[src/rtl/mem_pkg.sv]
// Shared definitions for the memory access unit: access type codes, size lookup,
// issue-type mapping and FSM state encoding.
package mem_pkg;

  localparam int DM_BYTES_DEFAULT = 32;

  localparam logic [2:0] DM_W  = 3'b000;
  localparam logic [2:0] DM_H  = 3'b001;
  localparam logic [2:0] DM_HU = 3'b010;
  localparam logic [2:0] DM_B  = 3'b011;
  localparam logic [2:0] DM_BU = 3'b100;

  typedef enum logic [1:0] {
    IDLE  = 2'd0,
    ISSUE = 2'd1,
    RESP  = 2'd2
  } state_e;

  function automatic logic [2:0] dm_size(input logic [2:0] t);
    case (t)
      DM_W:        dm_size = 3'd4;
      DM_H, DM_HU: dm_size = 3'd2;
      default:     dm_size = 3'd1;
    endcase
  endfunction

  // The memory only knows signed-agnostic widths; extension happens on the way back.
  function automatic logic [2:0] dm_issue_type(input logic [2:0] t);
    case (t)
      DM_H, DM_HU: dm_issue_type = DM_H;
      DM_B, DM_BU: dm_issue_type = DM_B;
      default:     dm_issue_type = DM_W;
    endcase
  endfunction

endpackage

[src/rtl/load_extend.sv]
// Combinational sign/zero extension of raw little-endian load data by access type.
module load_extend
  import mem_pkg::*;
(
  input  logic [2:0]  ld_type,
  input  logic [31:0] raw,
  output logic [31:0] extended
);

  always_comb begin
    extended = raw;
    case (ld_type)
      DM_H:    extended = {{16{raw[15]}}, raw[15:0]};
      DM_HU:   extended = {16'd0, raw[15:0]};
      DM_B:    extended = {{24{raw[7]}}, raw[7:0]};
      DM_BU:   extended = {24'd0, raw[7:0]};
      default: extended = raw;
    endcase
  end

endmodule

[src/rtl/mem_access_unit.sv]
// Memory-stage controller: handshakes a load/store, range-checks it, drives registered
// memory signals and returns an extended load response. Option: MISALIGN_TRAP_EN.
module mem_access_unit
  import mem_pkg::*;
#(
  parameter int DM_BYTES = DM_BYTES_DEFAULT,
  parameter int DM_AW    = 6
) (
  input  logic             clk,
  input  logic             rst,
  input  logic             req_valid,
  output logic             req_ready,
  input  logic             req_write,
  input  logic [2:0]       req_type,
  input  logic [31:0]      req_addr,
  input  logic [31:0]      req_wdata,
  output logic             resp_valid,
  input  logic             resp_ready,
  output logic [31:0]      resp_rdata,
  output logic             resp_err,
  output logic             dm_write,
  output logic [DM_AW-1:0] dm_address,
  output logic [31:0]      dm_dataIn,
  output logic [2:0]       dm_type,
  input  logic [31:0]      dm_dataOut
);

  state_e      state, state_nxt;
  logic        accept;
  logic [32:0] last_byte;
  logic        type_err, range_err, align_err, req_err;
  logic [2:0]  type_p1;
  logic        wr_p1, err_p1;
  logic [31:0] ext_data;

  // 33-bit sum so an address near 2^32 cannot wrap back into range
  assign last_byte = {1'b0, req_addr} + {30'd0, dm_size(req_type)} - 33'd1;
  assign range_err = last_byte >= 33'(DM_BYTES);
  assign type_err  = req_type > DM_BU;

`ifdef MISALIGN_TRAP_EN
  assign align_err = ((req_type == DM_H || req_type == DM_HU) && req_addr[0]) ||
                     (req_type == DM_W && req_addr[1:0] != 2'b00);
`else
  assign align_err = 1'b0;
`endif

  assign req_err   = type_err || range_err || align_err;
  assign req_ready = (state == IDLE) || (state == RESP && resp_ready);
  assign accept    = req_valid && req_ready;

  always_comb begin
    state_nxt = state;
    case (state)
      IDLE:    if (accept) state_nxt = ISSUE;
      ISSUE:   state_nxt = RESP;
      RESP:    if (resp_ready) state_nxt = accept ? ISSUE : IDLE;
      default: state_nxt = IDLE;
    endcase
  end

  load_extend u_load_extend (
    .ld_type  (type_p1),
    .raw      (dm_dataOut),
    .extended (ext_data)
  );

  // p1: request captured at accept, memory driven during ISSUE
  always_ff @(posedge clk or posedge rst) begin
    if (rst) begin
      state      <= IDLE;
      dm_write   <= 1'b0;
      dm_address <= '0;
      dm_dataIn  <= '0;
      dm_type    <= DM_W;
      type_p1    <= DM_W;
      wr_p1      <= 1'b0;
      err_p1     <= 1'b0;
    end else begin
      state <= state_nxt;
      if (accept) begin
        dm_write   <= req_write && !req_err;
        dm_address <= req_addr[DM_AW-1:0];
        dm_dataIn  <= req_wdata;
        dm_type    <= dm_issue_type(req_type);
        type_p1    <= req_type;
        wr_p1      <= req_write;
        err_p1     <= req_err;
      end else begin
        dm_write   <= 1'b0;
      end
    end
  end

  // p2: read data sampled at the end of ISSUE, held until consumed
  always_ff @(posedge clk or posedge rst) begin
    if (rst) begin
      resp_valid <= 1'b0;
      resp_err   <= 1'b0;
      resp_rdata <= '0;
    end else if (state == ISSUE) begin
      resp_valid <= 1'b1;
      resp_err   <= err_p1;
      resp_rdata <= (err_p1 || wr_p1) ? 32'd0 : ext_data;
    end else if (state == RESP && resp_ready) begin
      resp_valid <= 1'b0;
    end
  end

endmodule

[config.mk]
export PLATFORM = sky130hd
export DESIGN_NAME = mem_access_unit
export DESIGN_NICKNAME = d
export VERILOG_FILES = /design/src/rtl/mem_pkg.sv /design/src/rtl/load_extend.sv /design/src/rtl/mem_access_unit.sv
export SDC_FILE = /design/constraint.sdc
export NUM_CORES = 1
export LEC_CHECK = 0
export CAP_MARGIN = 5
export CORE_UTILIZATION = 30
export DETAILED_ROUTE_END_ITERATION = 12
export HOLD_SLACK_MARGIN = 0.03
export PLACE_DENSITY = 0.54
export SYNTH_ARGS = -nofsm -noshare
export SYNTH_HDL_FRONTEND = slang
export SYNTH_SLANG_ARGS = --single-unit
export TNS_END_PERCENT = 30
[constraint.sdc]
create_clock -name clk -period 3.1 [get_ports clk]
set_input_delay 0.62 -clock clk [delete_from_list [all_inputs] [get_ports clk]]
set_output_delay 0.62 -clock clk [all_outputs]
set_load 0.005 [all_outputs]
### Word level (Yosys, flattened, before mapping)

Cells that the tools add are included.

| storage, ports and cells | value |
|---|---|
| output and inout bits | 77 |
| register bits | 83 |

| cells by class | value |
|---|---|
| $add $sub $neg | 2 |
| multiplexer cells | 11 |
| magnitude comparators | 2 |
| reductions and logical operators | 13 |
| equal/unequal tests | 12 |

Operators with widths:

| kind | number |
|---|---|
| $pmux W32 S4 | 1 |
| $add A32 B3 Y33 | 1 |
| $ge A33 B6 Y1 const B | 1 |
| $sub A33 B1 Y33 const B | 1 |
| $mux W32 | 1 |
| $eq A3 B2 Y1 const B | 4 |
| $eq A3 B1 Y1 const B | 2 |
| $eq A3 B3 Y1 const B | 2 |
| $pmux W2 S3 | 1 |
| $pmux W3 S2 | 1 |
| $mux W1 | 4 |
| $mux W2 | 2 |
| $ne A2 B2 Y1 const B | 2 |
| $pmux W2 S2 | 1 |
| $reduce_or A2 Y1 | 2 |
| $gt A3 B3 Y1 const B | 1 |
| $logic_and A1 B1 Y1 | 3 |
| $logic_not A3 Y1 | 1 |
| $logic_or A1 B1 Y1 | 3 |
| $eq A2 B1 Y1 const B | 1 |
| $eq A2 B2 Y1 const B | 1 |
| $logic_not A2 Y1 | 1 |
| $reduce_and A2 Y1 | 1 |
| $reduce_bool A2 Y1 | 1 |
| $logic_not A1 Y1 | 1 |

### Logic depth before layout (Yosys ltp)

Gate-level depths: netlist (run 1).

| depth | value |
|---|---|
| depth after elaboration | 10 |
| gate-level depth with buffers | 16 |
| mapped depth without buffers | 16 |

### By module

Synthesis (run 1) repeated with hierarchy kept, for this count alone.

| second synthesis, totals | value |
|---|---|
| cell total of the unflattened synthesis | 696 |
| area total of the unflattened synthesis | 6099.6 µm² |

By module, submodules not included:

| module | instances | area an instance (µm²) | cells an instance |
|---|---|---|---|
| mem_access_unit | 1 | 5356.4 | 564 |
| load_extend | 1 | 743.2 | 132 |

### Least setup slack after synthesis (run 1)

OpenSTA, ideal clock, no wires.

| path | value |
|---|---|
| kind | in2reg |
| start point | input req_type[0] |
| end point | register dm_write |
| slack | -0.525 ns |
| data required time | 3.034 ns |
| data arrival time | 3.559 ns |
| library setup time | 0.066 ns |
| stages on the path | 13 |
| buffers on the path | 0 |
| path through | or3_1 ha_1 inv_1 ha_1 a211oi_1 o21ai_1 a211o_1 a221oi_1 nand4_1 nor4_1 o2111ai_1 nor4_2 and2_1 |

| between the ends | value |
|---|---|
| longest elaborated chain between the ends | 10 |

RTL lines:

| item | line | RTL |
|---|---|---|
| from (decl) | mem_access_unit.sv:14 | `input logic [2:0] req_type,` |
| $eq A3 B1 Y1 / $eq A3 B2 Y1 (equally long branches) | mem_pkg.sv:20 | `case (t)` |
| $reduce_or A2 Y1 | mem_pkg.sv:20 |  |
| $pmux W3 S2 | mem_pkg.sv:20 |  |
| $add A32 B3 Y33 | mem_access_unit.sv:37 | `assign last_byte = {1'b0, req_addr} + {30'd0, dm_size(req_type)} - 33'd1;` |
| $sub A33 B1 Y33 | mem_access_unit.sv:37 |  |
| $ge A33 B6 Y1 | mem_access_unit.sv:38 | `assign range_err = last_byte >= 33'(DM_BYTES);` |
| $logic_or A1 B1 Y1 (*) | mem_access_unit.sv:48 | `assign req_err = type_err \|\| range_err \|\| align_err;` |
| $logic_not A1 Y1 (*) | mem_access_unit.sv:82 | `dm_write <= req_write && !req_err;` |
| $logic_and A1 B1 Y1 (*) | mem_access_unit.sv:82 |  |
| $mux W1 (*) | mem_access_unit.sv:81 | `if (accept) begin` |
| to (signal assigned) | mem_access_unit.sv:82 |  |
| to (decl) | mem_access_unit.sv:21 | `output logic dm_write,` |

Every way passes the cells marked *; elsewhere a longest branch is shown, timed or not.
A chain may end at the register's enable or synchronous reset.

### Final worst setup path (run 1)

| path | value |
|---|---|
| start point | input req_addr[2] |
| end point | register dm_write |

| between the ends | value |
|---|---|
| longest elaborated chain between the ends | 7 |

RTL lines:

| item | line | RTL |
|---|---|---|
| from (decl) | mem_access_unit.sv:15 | `input logic [31:0] req_addr,` |
| $add A32 B3 Y33 | mem_access_unit.sv:37 |  |
| $sub A33 B1 Y33 | mem_access_unit.sv:37 |  |
| $ge A33 B6 Y1 | mem_access_unit.sv:38 |  |
| $logic_or A1 B1 Y1 | mem_access_unit.sv:48 |  |
| $logic_not A1 Y1 | mem_access_unit.sv:82 |  |
| $logic_and A1 B1 Y1 | mem_access_unit.sv:82 |  |
| $mux W1 | mem_access_unit.sv:81 |  |

Every way passes these cells.

==> impl_metrics.csv, run 1 <==
group,metric,value,unit
run_status,status,"finished with violations",
run_status,violations,"negative setup slack",
die,initial_core_util,0.306,
worst_setup_path,path_delay_family,"compound AO/OA/AOI/OAI gates",
clocking,clock_path_buffers,2,
clocking,cts_tree,"done",
layout,area_growth_syn_to_layout,64.0,%
sta,min_period_over_period,1.14,
detailed_routing,wl_per_cell,15.1,µm
worst_setup_path,endpoint_kind,"flop",
worst_setup_path,slowest_delay,0.48,ns
worst_setup_path,slowest_stage,"clkdlybuf4s50_1",
die,coreArea,0.0179,mm²
sta,rsz0062_at_grt,"true",
clocking,clkLatencyLatePin,0.34,ns
global_routing,grt_pass1_vias,5534,
detailed_routing,routed_wl,17400,µm
clocking,cts_buffers,9,
power,power.net_switching,1.17,mW
place,io_buffers,179,
place,gp_congestion,0.891,
worst_setup_path,path_cells,"clkdlybuf4s50_1 -> inv_1 -> ha_4 -> inv_2 -> ha_4 -> a211oi_2 -> o21a_1 -> buf_4 -> o21a_4 -> a311oi_4 -> o211ai_1 -> a21o_1 -> a221o_1 -> nor4_4 -> and2_1",
sta,skew,0.00401,ns
detailed_routing,viasPerCell,4.94,
detailed_routing,drt_iter0_drc,199,
worst_setup_path,crit_top_cell,"ha_4",
detailed_routing,drtAntennaViolNets,0,
worst_setup_path,worst-path-buf-inv,4,
detailed_routing,drtPass1Iterations,5,
power,peakVddDrop,0.000357,V
global_routing,grt_overflow,0,
power,power_frac_seq,0.331,
logic_synthesis,yosysMostFrequentCell,"dfrtp_1",
power,clkPwrFrac,0.281,
logic_synthesis,async_reset_ff_frac,1.00,
logic_synthesis,syn_nets,750,
sta,setup_viol,2,
sta,slew_headroom,0.592,
hold_path,min_path_type,"flop to flop",
power,intPower,2.82,mW
worst_setup_path,path_class,"input pin to flop",
logic_synthesis,yosysWarnings,0,
power,powerDensity,445,mW/mm²
clocking,cts_htree_levels,3,
die,ioPinCount,181,
clocking,cts-root-buf,"clkbuf_16",
detailed_routing,vias,5666,
global_routing,grtUsageTotal,0.181,
logic_synthesis,synthTopCellsByArea,"dfrtp_1 37%, mux2_2 9.1%, ha_1 7.8%",
logic_synthesis,ys_ff_latch,82,
layout,drive_gt1_frac,0.254,
sta,tightestPinTransition,0.611,ns
sta,postLayoutSetupSlackWorst,-0.445,ns
logic_synthesis,synth_cells,611,
power,p_sw_frac,0.293,
sta,slew_violations,0,
worst_setup_path,crit_fanout,4,
layout,nets,1053,
power,combPwrFrac,0.388,
logic_synthesis,syn_area,0.00547,mm²
logic_synthesis,synth_largest_area_cell,"dfrtp_1",
die,rows,49,
logic_synthesis,synth_common_cells,"82 x dfrtp_1, 57 x nand2_1, 52 x a21oi_1, 52 x inv_1, 49 x o21ai_0",
die,die_w,137,µm
logic_synthesis,synth_top_area_frac,0.375,
logic_synthesis,syn_area_per_cell,8.96,µm²
logic_synthesis,ys_types,68,
sta,report.final.hold_viol_count,0,
flow_run,drv_cap,0,
die,die_area,0.0188,mm²
clocking,cts_sinks,82,
global_routing,grt_max_degree,52,
global_routing,antenna_found_initial,0,
sta,period_minus_slack,3.54,ns
logic_synthesis,synthFlopType,"dfrtp_1",
detailed_routing,remaining_drc_errors,0,
worst_setup_path,required,3.38,ns
sta,clock.fmax,282,MHz
global_routing,grt_pass1_wl,27100,µm
sta,holdWs,0.480,ns
place,dp_hpwl,14100,µm
logic_synthesis,yosysSeqAreaShare,0.375,
logic_synthesis,synth_edf_count,0,
power,power_leakage,3.99,nW
clocking,path_clk_slew,0.06,ns
sta,setup_tns,-0.849,ns
die,die_y,137,µm
clocking,ctsHoldBuffers,0,
worst_setup_path,critPathLaunchType,"input pin",
worst_setup_path,critPathArrivalTime,3.82,ns
layout,antenna_cells,0,
[state kept, by name, summed over array words and instances (netlist names)]
register    cells
resp_valid      1
resp_err        1
type_p1         3
err_p1          1
resp_rdata     32
dm_address      6
wr_p1           1
dm_type         2
dm_write        1
state           2
dm_dataIn      32
[metrics by stage]
stage / cells / total power [mW] / setup WS, ns / utilization / instance area (µm²)
2_1_floorplan: 611 / 2.03 / -0.309 / - / 5560
3_3_place_gp: 1127 / 2.85 / -1.20 / 0.477 / 8540
3_5_place_dp: 1127 / 2.87 / -1.35 / 0.477 / 8540
4_1_cts: 1146 / 4.02 / -0.583 / 0.497 / 8890
5_1_grt: 1148 / 4.23 / -0.606 / 0.501 / 8970
6_report: 1148 / 4.00 / -0.445 / 0.501 / 8970
[power groups by stage]
stage / registers [mW] / logic [mW] / clock network (mW)
floorplan: 1.35 / 0.689 / 0
CTS: 1.33 / 1.55 / 1.14
global placement: 1.33 / 1.51 / 0
finish: 1.32 / 1.55 / 1.12
global route: 1.34 / 1.70 / 1.19
detailed placement: 1.34 / 1.53 / 0
[metal layers]
layer	up-vias	GRT usage	routed length, µm
met2	117	0.310	8600
met1	2713	0.235	7830
met4	0	0.0476	286
met5	-	0	0
met3	22	0.0289	641
li1	2814	-	-
[worst paths after layout]
check	startpoint	endpoint	slack, ns	cells after the start
worst max-delay path	req_addr[2]	dm_write	-0.44	15
worst min-delay path	resp_rdata[15]	resp_rdata[15]	0.48	2
worst max register to register	state[1]	dm_write	0.50	9
worst min register to register	resp_rdata[15]	resp_rdata[15]	0.48	2
max in group asynchronous	rst	resp_rdata[2]	1.79	3
min in group asynchronous	rst	dm_dataIn[18]	0.65	2
[kinds of logic (layout without fill, tap and decap cells)]
group / after synthesis / count (layout) / synth area share
AOI/OAI and AO/OA: 191 / 191 / 0.228
xor gates and xnor gates: 11 / 11 / 0.0176
adders and majority gates: 35 / 35 / 0.0814
buffers and inverters: 77 / 385 / 0.0558
DFF: 82 / 82 / 0.375
muxes: 44 / 44 / 0.0905
other: 1 / 1 / 0.000685
and+or+nand+nor: 170 / 170 / 0.151
[repair_timing]
action,CTS,global route
pin swaps,13,20
buffers inserted,3,2
gates resized for setup,24,10
endpoints found under the hold margin,0,0
endpoints found under the setup margin,2,2
[cell type report]
cell class | count | area (µm²)
fillers | 1713 | 8930
multi-input cells | 452 | 3280
repair buffers | 317 | 2840
flip-flops and latches | 82 | 2050
well taps | 229 | 287
clock buffers | 11 | 233
inverters | 52 | 196
clock inverters | 5 | 78.8
[cell usage in the layout, fill, tap and decap left out, types with 8 or more instances in the layout]
cell type        Yosys  routed
a21o_1               9       9
a21oi_1             52      50
a22o_1               8       8
buf_4                2     137
clkbuf_16            0       9
clkdlybuf4s50_1      0     174
dfrtp_1             82      82
ha_1                34      31
inv_1               52      49
mux2_2              44      43
nand2_1             57      57
nand3_1             10      10
nand4_1              9       9
nor2_1              43      43
nor3_1               8       8
o21ai_0             49      48
[worst min-delay path, stage by stage, from the launching register on]
cell,delay (ns)
dfrtp_1,0.34
nand2_1,0.05
o21ai_0,0.06
(Power assumes the default switching activity.)
==> inputs of run 2 (changes only) <==
--- a/config.mk
+++ b/config.mk
@@ -5,6 +5,7 @@
 export SDC_FILE = /design/constraint.sdc
 export NUM_CORES = 1
 export LEC_CHECK = 0
+export ABC_CLOCK_PERIOD_IN_PS = 3100
 export CAP_MARGIN = 5
 export CORE_UTILIZATION = 30
 export DETAILED_ROUTE_END_ITERATION = 12
==> results of run 2 <==
Same layout as run 1: the final DEF is identical, and so are final timing and power.
==> inputs of run 3 (changes only) <==
--- a/config.mk
+++ b/config.mk
@@ -11,6 +11,7 @@
 export DETAILED_ROUTE_END_ITERATION = 12
 export HOLD_SLACK_MARGIN = 0.03
 export PLACE_DENSITY = 0.54
+export SLEW_MARGIN = 5
 export SYNTH_ARGS = -nofsm -noshare
 export SYNTH_HDL_FRONTEND = slang
 export SYNTH_SLANG_ARGS = --single-unit
==> results of run 3 <==
Same layout as run 1: the final DEF is identical, and so are final timing and power.
